--- config.mk ---
export PLATFORM = sky130hd
export DESIGN_NAME = chameleon_spi_flash_writer
export DESIGN_NICKNAME = d
export VERILOG_FILES = /design/src/rtl/chameleon_spi_flash_writer.sv
export SDC_FILE = /design/constraint.sdc
export NUM_CORES = 1
export LEC_CHECK = 0
export CAP_MARGIN = 25
export CELL_PAD_IN_SITES_DETAIL_PLACEMENT = 1
export CELL_PAD_IN_SITES_GLOBAL_PLACEMENT = 1
export CORE_MARGIN = 5
export CORE_UTILIZATION = 35
export DETAILED_ROUTE_END_ITERATION = 7
export MAX_ROUTING_LAYER = met4
export PLACE_DENSITY = 0.78
export SYNTH_ARGS = -nofsm -noshare
export SYNTH_HDL_FRONTEND = slang
export SYNTH_SLANG_ARGS = --single-unit
--- constraint.sdc ---
create_clock -name clk -period 4.05 [get_ports clk]
set_input_delay 0.405 -clock clk [delete_from_list [all_inputs] [get_ports clk]]
set_output_delay 0.405 -clock clk [all_outputs]
set_load 0.02 [all_outputs]
--- src/rtl/chameleon_spi_flash_writer.sv ---
// chameleon_spi_flash_writer: copies a source buffer into SPI NOR flash
// using WREN / optional 4 KiB SE / PP page by page, with RDSR busy polling.
module chameleon_spi_flash_writer #(
   parameter int a_bits     = 14,
   parameter int poll_limit = 2000000,
   parameter int cs_gap     = 4
) (
   input  logic              clk,
   input  logic              reset,
   input  logic              start,
   input  logic              erase_en,
   input  logic [23:0]       flash_addr,
   input  logic [a_bits-1:0] start_addr,
   input  logic [15:0]       amount,
   output logic              busy,
   output logic              error,
   output logic              cs_n,
   output logic              spi_req,
   input  logic              spi_ack,
   output logic [7:0]        spi_d,
   input  logic [7:0]        spi_q,
   output logic              req,
   input  logic              ack,
   output logic [a_bits-1:0] a,
   input  logic [7:0]        q
);
   localparam int pw = $clog2(poll_limit + 1);
   localparam int gw = $clog2(cs_gap + 1);

   typedef enum logic [2:0] {IDLE, GAP, SEND, FETCH, XFER, DONE} state_t;
   typedef enum logic [2:0] {C_WREN_E, C_SE, C_POLL_E, C_WREN, C_PP, C_POLL, C_FIN} cmd_t;

   state_t            state, state_nx;
   cmd_t              cmd, cmd_nx, nxt;
   logic [2:0]        idx, idx_nx;
   logic [23:0]       addr, addr_nx;
   logic [15:0]       cnt, cnt_nx;
   logic              erase, erase_nx;
   logic [pw-1:0]     pcnt, pcnt_nx;
   logic [gw-1:0]     gcnt, gcnt_nx;
   logic              cs_n_nx, spi_req_nx, req_nx, error_nx;
   logic [7:0]        spi_d_nx, hdr;
   logic [a_bits-1:0] a_nx;
   logic              data_phase, poll_rd, last;
   logic              unused_q;

   assign unused_q = &{1'b0, spi_q[7:1]};
   assign busy = state != IDLE;

   always_ff @(posedge clk or posedge reset)
      if (reset) begin
         state   <= IDLE;
         cmd     <= C_WREN;
         idx     <= '0;
         addr    <= '0;
         cnt     <= '0;
         erase   <= 1'b0;
         pcnt    <= '0;
         gcnt    <= '0;
         cs_n    <= 1'b1;
         spi_req <= 1'b0;
         spi_d   <= '0;
         req     <= 1'b0;
         a       <= '0;
         error   <= 1'b0;
      end else begin
         state   <= state_nx;
         cmd     <= cmd_nx;
         idx     <= idx_nx;
         addr    <= addr_nx;
         cnt     <= cnt_nx;
         erase   <= erase_nx;
         pcnt    <= pcnt_nx;
         gcnt    <= gcnt_nx;
         cs_n    <= cs_n_nx;
         spi_req <= spi_req_nx;
         spi_d   <= spi_d_nx;
         req     <= req_nx;
         a       <= a_nx;
         error   <= error_nx;
      end

   always_comb begin
      state_nx   = state;
      cmd_nx     = cmd;
      idx_nx     = idx;
      addr_nx    = addr;
      cnt_nx     = cnt;
      erase_nx   = erase;
      pcnt_nx    = pcnt;
      gcnt_nx    = gcnt;
      cs_n_nx    = cs_n;
      spi_req_nx = spi_req;
      spi_d_nx   = spi_d;
      req_nx     = req;
      a_nx       = a;
      error_nx   = error;
      last       = 1'b0;
      data_phase = cmd == C_PP && idx == 3'd4;
      poll_rd    = (cmd == C_POLL || cmd == C_POLL_E) && idx != 3'd0;
      hdr = (cmd == C_WREN_E || cmd == C_WREN) ? 8'h06 :
            (cmd == C_POLL_E || cmd == C_POLL) ? (idx == 3'd0 ? 8'h05 : 8'h00) :
            idx == 3'd0 ? (cmd == C_SE ? 8'h20 : 8'h02) :
            idx == 3'd1 ? addr[23:16] : idx == 3'd2 ? addr[15:8] : addr[7:0];
      // a finished page poll either ends the job or opens the next page
      nxt = cmd == C_WREN_E ? C_SE : cmd == C_SE ? C_POLL_E : cmd == C_POLL_E ? C_WREN :
            cmd == C_WREN ? C_PP : cmd == C_PP ? C_POLL : cnt == 16'd0 ? C_FIN :
            (erase && addr[11:0] == 12'h000) ? C_WREN_E : C_WREN;
      case (state)
         IDLE:
            if (start && amount != 16'd0) begin
               state_nx = GAP;
               gcnt_nx  = '0;
               addr_nx  = flash_addr;
               a_nx     = start_addr;
               cnt_nx   = amount;
               erase_nx = erase_en;
               error_nx = 1'b0;
               cmd_nx   = (erase_en && flash_addr[11:0] == 12'h000) ? C_WREN_E : C_WREN;
            end
         GAP:
            if (gcnt == gw'(cs_gap - 1)) begin
               state_nx = cmd == C_FIN ? DONE : SEND;
               cs_n_nx  = cmd == C_FIN;
               idx_nx   = '0;
               pcnt_nx  = '0;
            end else
               gcnt_nx = gcnt + gw'(1);
         SEND:
            if (spi_ack == spi_req && ack == req) begin
               if (data_phase) begin
                  req_nx   = ~req;
                  state_nx = FETCH;
               end else begin
                  spi_d_nx   = hdr;
                  spi_req_nx = ~spi_req;
                  state_nx   = XFER;
               end
            end
         FETCH:
            if (ack == req && spi_ack == spi_req) begin
               spi_d_nx   = q;
               spi_req_nx = ~spi_req;
               a_nx       = a + a_bits'(1);
               state_nx   = XFER;
            end
         XFER:
            if (spi_ack == spi_req) begin
               state_nx = SEND;
               idx_nx   = (data_phase || poll_rd) ? idx : idx + 3'd1;
               if (data_phase) begin
                  addr_nx = addr + 24'd1;
                  cnt_nx  = cnt - 16'd1;
                  last    = cnt == 16'd1 || addr[7:0] == 8'hff;
               end else if (poll_rd) begin
                  if (!spi_q[0])
                     last = 1'b1;
                  else if (pcnt == pw'(poll_limit - 1)) begin
                     error_nx = 1'b1;
                     cs_n_nx  = 1'b1;
                     state_nx = IDLE;
                  end else
                     pcnt_nx = pcnt + pw'(1);
               end else
                  last = cmd == C_WREN_E || cmd == C_WREN || (cmd == C_SE && idx == 3'd3);
            end
         DONE: state_nx = IDLE;
         default: state_nx = IDLE;
      endcase
      if (last) begin
         cs_n_nx  = 1'b1;
         gcnt_nx  = '0;
         state_nx = GAP;
         cmd_nx   = nxt;
      end
   end
endmodule

After elaboration in Yosys (flattened, before gate mapping)
Cells that the tools add are included. W data, S select, Z words.

Add/subtract/negate cells: 6. Bitwise operators: 2. Reduce and logical (&&, ||, !) cells: 41. Mux-type cells: 80. Equality and inequality tests: 43.

Operators with widths (count): $mux W21 (6); $mux W24 (3); $mux W3 (24); $mux W8 (8); $mux W16 (3); $pmux W24 S2 (1); $pmux W21 S2 (1); $pmux W16 S2 (1); $ne A3 B3 Y1 const B (10); $mux W14 (2); $pmux W14 S2 (1); $ne A2 B2 Y1 const B (13); $add A24 B1 Y24 const B (1); $logic_not A12 Y1 (2); $add A21 B1 Y21 const B (1); $eq A21 B21 Y1 const B (1); $eq A3 B2 Y1 const B (7); $reduce_and A7 Y1 (3); $eq A16 B1 Y1 const B (1); $logic_not A16 Y1 (1); $mux W1 (16); $pmux W8 S2 (1); $reduce_bool A16 Y1 (1); $sub A16 B1 Y16 const B (1); other kinds (21) (63).

Output and inout port bits: 27. Bits of input ports: 76. Bits in registers: 100. Logic and storage cells: 186.

Depth between registers and ports, before layout
Word-level depth: 10. Depth in mapped cells: 10. Mapped depth without buffers: 8.

Worst setup path before layout
OpenSTA, ideal clock, no wires.

Kind: register to register. Start point: register gcnt[0]. End point: register pcnt[10]. Path buffers: 1. Stages on the path, launching flop included: 10. Setup time: 0.077 ns. Arrival time: 2.074 ns. Setup slack: 1.898 ns. Period minus slack after synthesis: 2.152 ns. Required time: 3.973 ns. Cell sequence: dfrtp_1 > ha_1 > ha_1 > nor4b_2 > a21oi_1 > o21a_2 > o21ai_2 > clkbuf_1 > o21ai_0 > a21oi_1.

Longest elaborated chain between the ends: 3.

RTL lines: from (decl) (line 40) `logic [gw-1:0] gcnt, gcnt_nx;`; from (signal assigned) (line 74) `gcnt <= gcnt_nx;`; $eq A3 B2 Y1 (line 122) `if (gcnt == gw'(cs_gap - 1)) begin`; $ne A2 B2 Y1 (no source line); $reduce_and A7 Y1 (no source line); to (signal assigned) (line 73) `pcnt <= pcnt_nx;`; to (decl) (line 39) `logic [pw-1:0] pcnt, pcnt_nx;`.

No other way between the ends. A chain may end at the register's enable or synchronous reset.

Worst setup path after layout
Start point: register state[0]. End point: register idx[0].

Longest elaborated chain between the ends: 3. Elaborated cells on any way between the ends: 8. Classes of those cells: 5 x eq/ne; 1 x mux; 2 x reduce/logical.

RTL lines: from (decl) (line 33) `state_t state, state_nx;`; from (signal assigned) (line 67) `state <= state_nx;`; $eq A3 B3 Y1 or $eq A3 B1 Y1 (tied branches) (line 109) `case (state)`; $ne A2 B2 Y1 (no source line) or $reduce_bool A2 Y1 (tied branches); $reduce_and A4 Y1 (no source line); to (signal assigned) (line 69) `idx <= idx_nx;`; to (decl) (line 35) `logic [2:0] idx, idx_nx;`.

Several ways; a longest one is shown, not always the timed one.

==> reports/metrics.cfg <==
[sta]
slew_headroom_pct = 44.47
period_minus_slack_ns = 2.873
tns_ns = 0
period_share_pct = 70.94
rsz0062_at_grt = false
clock.fmax_ghz = 0.3480
hold_ws_ns = 0.4890
clock_skew_ns = 0.007373
drv_slew = 0
hold_viol = 0
worst_pin_slew_ns = 0.8329
setup_viol = 0

[grt]
grt.met2_usage_pct = 31.94
gr-usage-met1_pct = 25.25
grt_usage_pct = 19.74
grt_pass1_wl_um = 33830
grt_pass1_vias = 6446
met3_usage_pct = 3.862
grt_overflow = 0
grt_max_degree = 64
antenna_found_initial = 0
grt_busiest_layer = met2

[setup_path]
crit_slowest_cell = nor3b_4
critical-path-top-delay-family = compound AO/OA/AOI/OAI gates
rr_worst_depth = 6
crit_path_end = idx[0]$_DFFE_PP0P_
crit_type = reg2reg
timing.rr.end = idx[0]$_DFFE_PP0P_
crit_required_ns = 4.29
r2r_slack_ns = 1.18
path_common_cell = buf_4
r2r_start = state[0]$_DFFE_PP0P_
cp_max_fo = 20
startpoint_type = flop
cp-startpoint = state[0]$_DFFE_PP0P_
crit_cells = 6
cpPeakStageDelay_ns = 0.60
path_cells = buf_4 > nor3b_4 > buf_4 > o211ai_1 > a21oi_1 > mux2_2
crit_buf_inv = 2
worst_ep_arrival_time_ns = 3.11
crit_path_end_kind = flop

[synthesis]
yosysTopAreaCellShare_pct = 37.58
synth_top_area_cell = dfrtp_1
synth_common_cells = 97 x dfrtp_1, 83 x nand2_1, 77 x nor2_1
ys_ff_latch = 100
netlist_top_cells_area = dfrtp_1 38%, a21oi_1 5.8%, o21ai_0 5.0%
syn_area_per_cell_um2 = 8.186
synth_edf_count = 0
synth_warnings = 0
async_flop_share_pct = 100.0
yosysUniqueCellTypes = 74
ys_seq_area_share_pct = 38.80
synth_ff_type = dfrtp_1
syn_area_mm2 = 0.006459
synthCells = 789
syn-num-nets = 879
yosysMostFrequentCell = dfrtp_1

[clock_tree]
root_buffer = clkbuf_16
cts-resized-gates = 0
cts_made_buffers = 9
path_clk_slew_ns = 0.07
cts.sinks = 100
clk_path_buf_depth = 2
clk_latency_ns = 0.36
post_cts_buffers = 0
ctsHoldBuffers = 0
h-tree-depth = 3
cts_tree = yes

[detailed_routing]
vias_per_cell = 5.781
drt-initial-drc-count = 353
drc = 0
firstDrtPassIters = 4
totalWireLength_um = 20350
wire_per_inst_um = 18.62
vias = 6319
postRouteAntennaNets = 0

[finish]
diodes = 0
area_delta_synth_final_pct = 22.92
layout-drive-gt1-share_pct = 6.597
postLayoutCoreUtil_pct = 43.89
final_nets = 949
stdcell_area_mm2 = 0.007939

[pwr]
comb_power_share_pct = 45.7
p_total_w = 0.005289
p_per_area_mw_per_mm2 = 666.2
ir_drop_v = 0.0002460
switching_share_pct = 43.43
p_int_w = 0.002992
p_leak_nw = 3.131
power_switching_w = 0.002297
p_clk_share_pct = 18.5
p_seq_share_pct = 35.8

[placement]
dp.final_hpwl_um = 14680
place_area_mm2 = 0.007605
portBuffers = 95
globalplace.congestion = 0.8192

[floorplan]
die_h_um = 145.8
io_pins = 103
die-area_mm2 = 0.02127
start_util_pct = 35.71
coreArea_mm2 = 0.01809
num_rows = 49
die_w_um = 145.8

[job]
cap_violations = 0

[hold_path]
hold_path.class = reg2reg

[status]
outcome = complete, no violations

## registers in the layout, indices dropped and copies added (netlist names)
| name | count |
|---|---|
| addr | 24 |
| pcnt | 21 |
| cnt | 16 |
| a | 14 |
| spi_d | 8 |
| cmd | 3 |
| gcnt | 3 |
| idx | 3 |
| state | 3 |
| cs_n | 1 |
| erase | 1 |
| error | 1 |
| req | 1 |
| spi_req | 1 |
## stage by stage
stage	std cells	setup slack (ns)
4_1_cts	1093	1.177
3_3_place_gp	1077	1.023
6_report	1093	1.177
3_5_place_dp	1077	0.9951
2_1_floorplan	789	1.031
5_1_grt	1093	1.003
## cell usage in the layout, fill, tap and decap left out, types with 4 or more instances in the layout
| cell | count |
|---|---|
| o211ai_1 | 6 |
| a2bb2oi_1 | 12 |
| nor2b_1 | 4 |
| or3_1 | 12 |
| dfrtp_1 | 97 |
| nor4_1 | 11 |
| o22a_1 | 11 |
| o22ai_1 | 21 |
| and2_1 | 4 |
| a31oi_1 | 9 |
| o21ai_0 | 65 |
| o31ai_1 | 6 |
| mux2i_1 | 5 |
| inv_1 | 27 |
| nand4_1 | 14 |
| a221oi_1 | 4 |
| o21a_1 | 6 |
| or2_2 | 4 |
| mux2_2 | 9 |
| a22o_1 | 7 |
| a21oi_1 | 75 |
| and3_1 | 10 |
| a22oi_1 | 7 |
| nand2_1 | 83 |
| clkbuf_16 | 9 |
| nor3_1 | 31 |
| clkdlybuf4s50_1 | 95 |
| nand3_1 | 31 |
| buf_4 | 11 |
| nor2_1 | 77 |
| ha_1 | 14 |
| nand2b_1 | 5 |
| o221ai_1 | 4 |
| xor2_1 | 11 |
## area by class of cell
class / count / area [um2]
fill: 2149 / 10150
multi-input combinational: 612 / 3647
sequential: 100 / 2506
timing repair buffer: 107 / 1054
tap: 229 / 286.5
clock buffer: 11 / 252.7
inverter: 29 / 111.4
clock inverter: 5 / 81.33
## power groups by stage
stage	sequential [W]	clock [W]	combinational, W
after floorplan	0.00183	0	0.00158
after global placement	0.00189	0	0.00234
after detailed placement	0.00190	0	0.00242
after CTS	0.00189	0.00101	0.00243
after global routing	0.00196	0.00106	0.00267
final	0.00189	0.000980	0.00242
## worst min-delay path: cells and delay by family (launching register included)
| kind | cells | cell delay [ns] |
|---|---|---|
| DFF | 1 | 0.34 |
| and+or+nand+nor | 1 | 0.05 |
| AOI/OAI and AO/OA | 1 | 0.06 |
## per-layer routing
metal | part of all wire (%) | routed length (um)
met5 | 0 | 0
met4 | 2.0 | 397
met3 | 3.6 | 726
met2 | 48 | 9704
met1 | 47 | 9520
## worst min path at each step
stage                         startpoint  slack (ns)  depth (start not counted)              endpoint
global route        spi_d[1]$_DFFE_PP0P_        0.51                          2  spi_d[1]$_DFFE_PP0P_
detailed placement     erase$_DFFE_PP0P_        0.47                          2     erase$_DFFE_PP0P_
CTS                    erase$_DFFE_PP0P_        0.49                          2     erase$_DFFE_PP0P_
floorplan              erase$_DFFE_PP0P_        0.44                          2     erase$_DFFE_PP0P_
finish              spi_d[1]$_DFFE_PP0P_        0.49                          2  spi_d[1]$_DFFE_PP0P_
global placement       erase$_DFFE_PP0P_        0.46                          2     erase$_DFFE_PP0P_
## logic make-up after synthesis
group	after synthesis	synth area share, %
adder cells (fa/ha/maj)	14	2.712
XOR/XNOR	14	1.899
flip-flops	100	38.80
AND/OR/NAND/NOR	306	23.17
buffers and inverters	77	4.804
multiplexers	14	2.344
AO/OA/AOI/OAI	264	26.27
Note: power is estimated with default switching activity, not from simulation.
